--- src/rtl/node_compare_sched.sv ---
// Scans N latched neighbour values through one shared external comparator,
// one per clock, and ORs the enabled results. Option: NODE_SCHED_EARLY_EXIT_EN.
module node_compare_sched #(
  parameter int W    = 2,
  parameter int N    = 4,
  parameter int IDXW = (N > 1) ? $clog2(N) : 1
) (
  input  logic            clk,
  input  logic            rst,
  input  logic            start,
  input  logic [W-1:0]    in,
  input  logic [N*W-1:0]  nbr,
  input  logic [N-1:0]    nbr_en,
  output logic [W-1:0]    cmp_a,
  output logic [W-1:0]    cmp_b,
  input  logic            cmp_y,
  output logic            busy,
  output logic            done,
  output logic            out,
  output logic [N-1:0]    hit_mask,
  output logic [IDXW-1:0] cur_idx
);

  typedef enum logic [1:0] {IDLE, CMP, DONE} state_t;

  state_t         state, state_nxt;
  logic [N*W-1:0] nbr_q;
  logic [N-1:0]   en_q;
  logic           acc;
  logic           hit;
  logic           last;

  assign hit  = cmp_y & en_q[cur_idx];
  assign last = (cur_idx == IDXW'(N - 1));
  assign busy = (state == CMP);
  assign done = (state == DONE);

  always_ff @(posedge clk) begin
    if (rst) state <= IDLE;
    else     state <= state_nxt;
  end

  always_comb begin
    state_nxt = state;
    case (state)
      IDLE: if (start) state_nxt = CMP;
      CMP: begin
        if (last) state_nxt = DONE;
`ifdef NODE_SCHED_EARLY_EXIT_EN
        if (hit) state_nxt = DONE;
`endif
      end
      DONE:    state_nxt = IDLE;
      default: state_nxt = IDLE;
    endcase
  end

  // cmp_b is preloaded one index ahead so the selected neighbour is on the
  // comparator in the same cycle cur_idx points at it.
  always_ff @(posedge clk) begin
    if (rst) begin
      nbr_q    <= '0;
      en_q     <= '0;
      acc      <= 1'b0;
      out      <= 1'b0;
      hit_mask <= '0;
      cur_idx  <= '0;
      cmp_a    <= '0;
      cmp_b    <= '0;
    end else begin
      case (state)
        IDLE: begin
          if (start) begin
            nbr_q    <= nbr;
            en_q     <= nbr_en;
            cmp_a    <= in;
            cmp_b    <= nbr[W-1:0];
            cur_idx  <= '0;
            acc      <= 1'b0;
            hit_mask <= '0;
          end
        end
        CMP: begin
          hit_mask[cur_idx] <= hit;
          acc               <= acc | hit;
          if (state_nxt == DONE) begin
            out <= acc | hit;
          end else begin
            cur_idx <= cur_idx + IDXW'(1);
            cmp_b   <= nbr_q[(int'(cur_idx) + 1) * W +: W];
          end
        end
        default: ;
      endcase
    end
  end

endmodule

--- config.mk ---
export PLATFORM = sky130hd
export DESIGN_NAME = node_compare_sched
export DESIGN_NICKNAME = d
export VERILOG_FILES = /design/src/rtl/node_compare_sched.sv
export SDC_FILE = /design/constraint.sdc
export NUM_CORES = 1
export LEC_CHECK = 0
export CORE_ASPECT_RATIO = 1.75
export CORE_MARGIN = 4
export CORE_UTILIZATION = 51
export CTS_CLUSTER_SIZE = 25
export DETAILED_ROUTE_END_ITERATION = 12
export GPL_TIMING_DRIVEN = 1
export PLACE_DENSITY = 0.83
export SLEW_MARGIN = 20
export SYNTH_ARGS = -nofsm -noshare
export SYNTH_HDL_FRONTEND = slang
export SYNTH_SLANG_ARGS = --single-unit
--- constraint.sdc ---
create_clock -name clk -period 3.4 [get_ports clk]
set_input_delay 0.34 -clock clk [delete_from_list [all_inputs] [get_ports clk]]
set_output_delay 0.34 -clock clk [all_outputs]
set_load 0.01 [all_outputs]
# == After elaboration in Yosys (flattened, before gate mapping) ==
# Index checks and enable logic that the tools add are counted.
# totals
wordCells,47
in_bits,18
ff_bits,26
out_inout_bits,13
# op_classes
order_cmp,2
shift,1
muxes,18
n_bitwise,2
n_reduce_logical,7
eq_ne,6
addsub,2
# ops
cell,n
2-bit two-way mux,6
2-bit one-hot mux with 2 select lines,3
4-bit one-hot mux with 2 select lines,1
8-bit by 5-bit variable part select with 2-bit output,1
2-bit == test (second input constant),3
2-bit AND reduction,3
4-bit bitwise mux,1
4-bit two-way mux,1
2-bit inequality test (second input constant),2
2-bit by 1-bit adder with 3-bit output (second input constant),1
2-bit by 3-bit less-than comparator with 1-bit output (second input constant),1
1-bit two-way mux,3
3-bit AND reduction,1
2-bit by 1-bit adder with 2-bit output (second input constant),1
1-bit binary-select mux with 2-bit select,1
1-bit demux with 2-bit select,1
2-bit by 1-bit == test with 1-bit output (second input constant),1
2-bit by 1-bit >= comparator with 1-bit output (second input constant),1
2-bit zero test,1
1-bit one-hot mux with 2 select lines,1
2-bit nonzero test,1
1-bit AND,1
1-bit logical AND,1
1-bit OR,1

# == Longest topological paths before layout ==
# Gate-level depths: netlist of the first run.
# depth
depth_word,6
ltp_mapped,6
ltp_nobuf,5

# == Worst setup path after synthesis of the first run ==
# OpenSTA, ideal clock, no wires.
# synth_timing
kind,register -> register
from,register cur_idx[0]
to,register hit_mask[0]
path_buffers,1
arrival_ps,1287
period_less_slack_ps,1427
stages_incl_launch_ff,5
slack_ps,1973
setup_ps,140
required_ps,3260
path_cell_list,dfxtp_1 -> buf_6 -> mux2_4 -> a221oi_4 -> a221oi_1
# synth_between
elab_chain_len,6
word_cells_on_any_way,10
classes_between,2 x order compare; 6 x mux; 1 x bitwise; 1 x reduce/logical
# synth_lines
item,line_no,rtl
from (decl),21,output logic [IDXW-1:0] cur_idx
from (signal assigned),89,cur_idx <= cur_idx + IDXW'(1);
2-bit by 3-bit less-than comparator with 1-bit output (not written as such) / 2-bit by 1-bit >= comparator with 1-bit output (equally long branches),84,hit_mask[cur_idx] <= hit;
1-bit logical AND (not written as such),84,
1-bit two-way mux (not written as such),84,
1-bit demux with 2-bit select,84,
4-bit bitwise mux *,84,
4-bit one-hot mux with 2 select lines *,71,case (state)
"to (signal, indexed assignment)",84,
to (decl),20,"output logic [N-1:0] hit_mask,"
# Every way passes the cells marked *; elsewhere a longest branch is shown, timed or not. The select of a mux whose other input is x is not followed.
# A chain may end at the register's enable or synchronous reset.

# == Worst setup path in the final report of the first run ==
# layout_timing
from,register state[0]
to,output port busy
# layout_between
elab_chain_len,1
# layout_lines
item,line_no,rtl
from (decl),26,"state_t state, state_nxt;"
from (signal assigned),40,else state <= state_nxt;
2-bit by 1-bit == test with 1-bit output,35,assign busy = (state == CMP);
to (decl),17,"output logic busy,"
# Every way passes these cells.

==> summary.md, run 1 <==
| Metric | Value |
|---|---|
| Global routing's busiest layer | met2 |
| PortBufs | 30 |
| Clock slew at reported path FFs | 0.13 ns |
| Number of instances resized during post-cts repair | 0 |
| # diodes | 0 |
| Crit path capture type | output pin |
| Number of cells on the worst hold path | 2 |
| Final Hold Vio Count | 0 |
| Largest vdd supply drop | 0.256 mV |
| CP Data Arrival Time | 2.07 ns |
| Clk Latency, worst-skew pair | 0.31 ns |
| Net switching power of the design | 0.133 mW |
| Clock Sinks | 24 |
| Layout cell share with drive strength beyond 1 | 0.0500 |
| Mean routed wirelength per cell | 13.5 µm |
| CORE AREA | 2150 µm² |
| Die Ht | 71.6 µm |
| Final max-slew violation count | 0 |
| First-pass GRT wire length | 4350 µm |
| Highest clock frequency the design can meet | 415 MHz |
| Met3 global-route usage | 0.0176 |
| Multiplexer fraction of the synthesized cell area | 0.0510 |
| Total track usage | 0.179 |
| Combinational Power Share | 0.174 |
| Clock root cell | sky130_fd_sc_hd__clkbuf_4 |
| Clock power frac | 0.236 |
| Required time of the critical path | 3.06 ns |
| Global route total overflow | 0 |
| Compound-Gate Fraction of Synth Area | 0.221 |
| Post-Route WL | 2480 µm |
| Io pins | 31 |
| Synthesized area per cell | 8.67 µm² |
| Global placer's final weighted congestion | 0.813 |
| Synth top area cells | sky130_fd_sc_hd__dfxtp_1 41%, sky130_fd_sc_hd__nand2_1 8.6%, sky130_fd_sc_hd__a21oi_1 7.2% |
| First-pass iteration count of the detailed router | 4 |
| Number of global-route vias before repair | 1085 |
| Antenna Violating Nets Remaining | 0 |
| H-Tree Depth | 1 |
| Initial core utilization | 0.549 |
| Maximum capacitance violations | 0 |
| Number of DRC violations after detailed-routing iteration 0 | 36 |
| CTS tree | yes |
| Fraction of post-synthesis cell area in the top cell type by area | 0.408 |
| Register bit total from synthesis | 24 |
| Status | finished clean |
| Main combinational cell family by area after synthesis | simple AND/OR/NAND/NOR gates |
| Fin Clk Skew | 0.00587 ns |
| Number of standard-cell rows in the floorplan | 22 |
| Relative max-transition margin | 0.427 |
| Antenna violations before repair | 0 |
| Worst-margin pin slew | 0.857 ns |
| Post-CTS setup buffers | 0 |
| Internal power | 0.386 mW |
| Count of mapped cells out of synthesis | 136 |
| Max FO, Critical Path | 16 |
| Power density normalized to cell area | 351 nW/µm² |
| Worst Reg2Reg Path Length in Cells | 3 |
| Critical path type | reg2out |
| Leakage | 0.541 nW |
| Total negative setup slack | 0 ns |
| Clock buffer count from CTS | 3 |
| Syn-to-layout area delta | 25.4% |
| Post-synthesis share of cell area spent on and, or, nand and nor gates | 0.226 |
| Total vias in the final route | 1039 |
| Setup repair after global routing missed its margin | no |
| Tightest hold margin | 0.465 ns |
| Number of warnings printed during yosys synthesis | 0 |
| Utilization of the core after routing | 0.688 |
| Period minus WS final | 2.41 ns |
| Portion of the post-synthesis area used by sequential elements | 0.408 |
| Maximum number of pins on one net before global-route repair | 27 |
| Syn Std Cell Area | 1180 µm² |
| GR Util met2 | 0.347 |
| Final-report setup violation count | 0 |
| Vias/cell | 5.65 |
| Xor/xnor cell area share of the yosys netlist | 0 |
| Hold crit path type | reg2reg |
| Sequential group share of total power | 0.589 |
| Total number of nets in the final design | 184 |
| Post-synthesis adder-cell area fraction | 0.0425 |
| Sort of element at the start of the critical path | flip-flop |
| Global routing usage on met1 | 0.172 |
| Die Wd | 44.3 µm |
| Tcrit/Tclk final | 0.708 |
| Distinct cell type count after synthesis | 32 |
| DR DRC count | 0 |
| Net count of the mapped netlist | 158 |
| Number of hold buffers added after cts | 0 |
| Yosys top cell by area | sky130_fd_sc_hd__dfxtp_1 |
| Sum of net half-perimeters after detailed placement | 1920 µm |
| Sw frac | 0.256 |
| DIE AREA | 3170 µm² |
| Bufs on Longest Clock Path | 2 |
## final timing paths
| path | from | end | slack [ns] |
|---|---|---|---|
| worst max-delay path | state[0] | busy | 0.99 |
| worst min-delay path | nbr_q[7] | nbr_q[7] | 0.46 |
| worst max register to register | state[0] | cmp_b[1] | 1.70 |
| worst min register to register | nbr_q[7] | nbr_q[7] | 0.46 |
## worst max-delay path, stage by stage (launching register included)
cell,delay (ns)
sky130_fd_sc_hd__dfxtp_1,0.64
sky130_fd_sc_hd__nor2b_1,0.48
sky130_fd_sc_hd__clkdlybuf4s50_1,0.63
## synthesized netlist by cell type
library cell               count
sky130_fd_sc_hd__nand3b_1      4
sky130_fd_sc_hd__nand2_1      27
sky130_fd_sc_hd__clkbuf_2      1
sky130_fd_sc_hd__nor3_1        1
sky130_fd_sc_hd__mux2_4        2
sky130_fd_sc_hd__o21bai_1      1
sky130_fd_sc_hd__a21o_1        3
sky130_fd_sc_hd__o211ai_1      2
sky130_fd_sc_hd__or3b_1        1
sky130_fd_sc_hd__a32o_1        2
sky130_fd_sc_hd__buf_2         3
sky130_fd_sc_hd__nand2b_1      2
sky130_fd_sc_hd__a22oi_1       1
sky130_fd_sc_hd__a211oi_1      1
sky130_fd_sc_hd__dfxtp_1      24
sky130_fd_sc_hd__nor2_1        4
sky130_fd_sc_hd__o31ai_1       1
sky130_fd_sc_hd__nor2b_1       9
sky130_fd_sc_hd__clkbuf_1      2
sky130_fd_sc_hd__o21ai_0       7
sky130_fd_sc_hd__buf_6         2
sky130_fd_sc_hd__a221oi_1      3
sky130_fd_sc_hd__inv_1         2
sky130_fd_sc_hd__buf_1         1
sky130_fd_sc_hd__a221oi_4      1
sky130_fd_sc_hd__ha_1          4
sky130_fd_sc_hd__nor3b_2       1
sky130_fd_sc_hd__or2_2         1
sky130_fd_sc_hd__and2_1        1
sky130_fd_sc_hd__mux2i_1       3
sky130_fd_sc_hd__a21oi_1      17
sky130_fd_sc_hd__nand4_1       2
## per-stage QoR
step	worst slack, ns	power (mW)	area, µm²	cells
final	0.992	0.519	1480	184
after global routing	0.895	0.541	1480	184
after CTS	1.01	0.522	1480	184
after detailed placement	1.37	0.403	1460	181
after global placement	1.40	0.400	1460	181
after floorplan	1.97	0.365	1180	136
## per-layer routing
metal	vias up	routed length (µm)
met2	27	1360
met5	-	0
met1	483	958
met3	7	105
met4	0	57
li1	522	-
## cell families after synthesis
| family | Yosys count |
|---|---|
| flip-flops | 24 |
| AND/OR/NAND/NOR | 53 |
| multiplexers | 5 |
| AO/OA/AOI/OAI | 39 |
| adder cells (fa/ha/maj) | 4 |
| buffers and inverters | 11 |
## state kept, by name, summed over array words and instances, names as in the netlist
register,count
hit_mask,4
cmp_a,2
en_q,4
state,2
acc,1
cur_idx,2
out,1
cmp_b,2
nbr_q,6
## placed cells by master (no fill, tap or decap), types with 2 or more instances in the layout
cell,n
sky130_fd_sc_hd__nor2_1,4
sky130_fd_sc_hd__dfxtp_1,24
sky130_fd_sc_hd__nand3b_1,4
sky130_fd_sc_hd__o21ai_0,7
sky130_fd_sc_hd__a221oi_1,3
sky130_fd_sc_hd__nor2b_1,9
sky130_fd_sc_hd__ha_1,4
sky130_fd_sc_hd__nand4_1,2
sky130_fd_sc_hd__a21oi_1,17
sky130_fd_sc_hd__nand2_1,27
sky130_fd_sc_hd__o211ai_1,2
sky130_fd_sc_hd__mux2_4,2
sky130_fd_sc_hd__nand2b_1,2
sky130_fd_sc_hd__inv_1,2
sky130_fd_sc_hd__clkdlybuf4s50_1,30
sky130_fd_sc_hd__a32o_1,2
sky130_fd_sc_hd__mux2i_1,3
sky130_fd_sc_hd__a21o_1,3
sky130_fd_sc_hd__clkbuf_4,3
## final cells by class
type	instances	area [µm²]
Tap cell	24	30.0
Fill cell	190	669
Sequential cell	24	480
Inverter	2	7.51
Multi-Input combinational cell	101	637
Clock buffer	3	22.5
Timing Repair Buffer	30	300
## power by group through the flow
stage          clock network [mW]  logic, mW  registers, mW
4_1_cts                     0.125     0.0912          0.306
5_1_grt                     0.133      0.100          0.309
6_report                    0.123     0.0906          0.306
3_3_place_gp                    0     0.0880          0.312
2_1_floorplan                   0     0.0544          0.310
3_5_place_dp                    0     0.0908          0.313
Note: power is estimated with default switching activity, not from simulation.
==> inputs of run 2 (changes only) <==
- CORE_UTILIZATION: 51 -> 43
- PLACE_DENSITY: 0.83 -> 0.75
- clock period: 3.4 -> 2.2 ns (I/O delays scaled with it)
==> summary.md, run 2 (synthesis gave the netlist of run 1 again) <==
| Metric | Value |
|---|---|
| Worst Reg2Reg Path Length in Cells | 3 |
| Top library cells by usage in the layout, fill and taps aside | 30 x sky130_fd_sc_hd__clkdlybuf4s50_1, 27 x sky130_fd_sc_hd__nand2_1, 24 x sky130_fd_sc_hd__dfxtp_1 |
| CORE AREA | 2550 µm² |
| CTS tree | yes |
| Power density normalized to cell area | 566 nW/µm² |
| Global route total overflow | 0 |
| DIE AREA | 3680 µm² |
| Final-report setup violation count | 0 |
| Beginning of the critical path | state[1] |
| Layout cell share with drive strength beyond 1 | 0.0732 |
| DR DRC count | 0 |
| Number of instances resized during post-cts repair | 0 |
| Total track usage | 0.159 |
| Crit Reg-Reg Endpoint | hit_mask[2] |
| Post-CTS setup buffers | 0 |
| Mean routed wirelength per cell | 14.1 µm |
| Fill cells | 239 |
| Hold crit path type | reg2reg |
| Number of DRC violations after detailed-routing iteration 0 | 25 |
| Global placer's final weighted congestion | 0.792 |
| Bufs on Longest Clock Path | 2 |
| Required time of the critical path | 1.98 ns |
| Highest clock frequency the design can meet | 546 MHz |
| Register-to-register setup slack | 0.58 ns |
| Design area | 1530 µm² |
| # diodes | 0 |
| Worst-margin pin slew | 0.494 ns |
| Post-DP Area | 1490 µm² |
| Io pins | 31 |
| H-Tree Depth | 1 |
| Relative max-transition margin | 0.670 |
| Launch point of the worst reg-to-reg path | cur_idx[0] |
| Final Hold Vio Count | 0 |
| Period minus WS final | 1.83 ns |
| First-pass GRT wire length | 4420 µm |
| PortBufs | 30 |
| Syn-to-layout area delta | 29.7% |
| Setup repair after global routing missed its margin | no |
| Total number of nets in the final design | 188 |
| Maximum number of pins on one net before global-route repair | 16 |
| Post-Route WL | 2680 µm |
| First-pass iteration count of the detailed router | 4 |
| Flip-flop count of the largest register after layout | 6 |
| Clock buffer count from CTS | 3 |
| Clock slew at reported path FFs | 0.08 ns |
| Critical path capture point | done |
| Initial core utilization | 0.462 |
| Total negative setup slack | 0 ns |
| Final max-slew violation count | 0 |
| CP Data Arrival Time | 1.61 ns |
| Sort of element at the start of the critical path | flip-flop |
| Maximum capacitance violations | 0 |
| Vias/cell | 5.57 |
| Leading registers by flop count | nbr_q x6, en_q x4, hit_mask x4 |
| Fin Clk Skew | 0.00154 ns |
| Number of hold buffers added after cts | 0 |
| Largest register by flop count | nbr_q |
| Die Wd | 47.6 µm |
| Status | finished clean |
| Max FO, Critical Path | 14 |
| Antenna violations before repair | 0 |
| Die Ht | 77.3 µm |
| Number of global-route vias before repair | 1071 |
| Critical path type | reg2out |
| Crit path capture type | output pin |
| Most common cell after layout, fill and taps aside | sky130_fd_sc_hd__clkdlybuf4s50_1 |
| Clock Sinks | 24 |
| Clock root cell | sky130_fd_sc_hd__clkbuf_8 |
| Clk Latency, worst-skew pair | 0.26 ns |
| Total vias in the final route | 1059 |
| Number of standard-cell rows in the floorplan | 24 |
| Largest vdd supply drop | 0.373 mV |
| Tcrit/Tclk final | 0.832 |
| Sum of net half-perimeters after detailed placement | 2060 µm |
| Leakage | 0.568 nW |
| Antenna Violating Nets Remaining | 0 |
## run 2: cell count changes in the layout (fill, tap and decap cells not counted), sizes merged
cell  previous run  this run
buf              0         4
## run 2: worst min path at each step
stage | from | cells after the start | to
6_report | nbr_q[5] | 2 | nbr_q[5]
5_1_grt | nbr_q[7] | 2 | nbr_q[7]
4_1_cts | nbr_q[7] | 2 | nbr_q[7]
3_5_place_dp | nbr_q[7] | 2 | nbr_q[7]
3_3_place_gp | en_q[1] | 2 | en_q[1]
2_1_floorplan | nbr_en[0] | 2 | en_q[0]
## run 2: critical path, stage by stage (launching register included)
cell and delay [ns]:
sky130_fd_sc_hd__dfxtp_1 0.62, sky130_fd_sc_hd__nor2b_1 0.19, sky130_fd_sc_hd__clkdlybuf4s50_1 0.54
## run 2: metal layers
metal	global-route usage	part of all wire	vias up
met2	0.281	0.56	30
met1	0.162	0.37	495
met5	0	0	-
met3	0.0281	0.043	6
met4	0.0836	0.028	0
li1	-	-	528
## run 2: layout make-up
| cell class | count | area (µm²) | share of cell area |
|---|---|---|---|
| repair buffers | 34 | 330 | 0.216 |
| well taps | 26 | 32.5 | 0.0213 |
| multi-input cells | 101 | 637 | 0.417 |
| flip-flops and latches | 24 | 480 | 0.314 |
| clock buffers | 3 | 41.3 | 0.0270 |
| inverters | 2 | 7.51 | 0.00491 |
## run 2: stage by stage
stage / std cells / hold WS, ns / power (mW) / utilization / worst slack [ns]
2_1_floorplan: 136 / 0.356 / 0.563 / - / 0.773
3_3_place_gp: 187 / 0.443 / 0.627 / 0.583 / 0.487
3_5_place_dp: 187 / 0.451 / 0.632 / 0.583 / 0.454
4_1_cts: 190 / 0.461 / 0.878 / 0.599 / 0.358
5_1_grt: 190 / 0.478 / 0.914 / 0.599 / 0.303
6_report: 190 / 0.458 / 0.865 / 0.599 / 0.370
## run 2: power by group
group | total, mW | internal, mW | switching (mW)
clock network | 0.245 | 0.122 | 0.123
registers | 0.470 | 0.455 | 0.0151
logic | 0.151 | 0.0835 | 0.0676
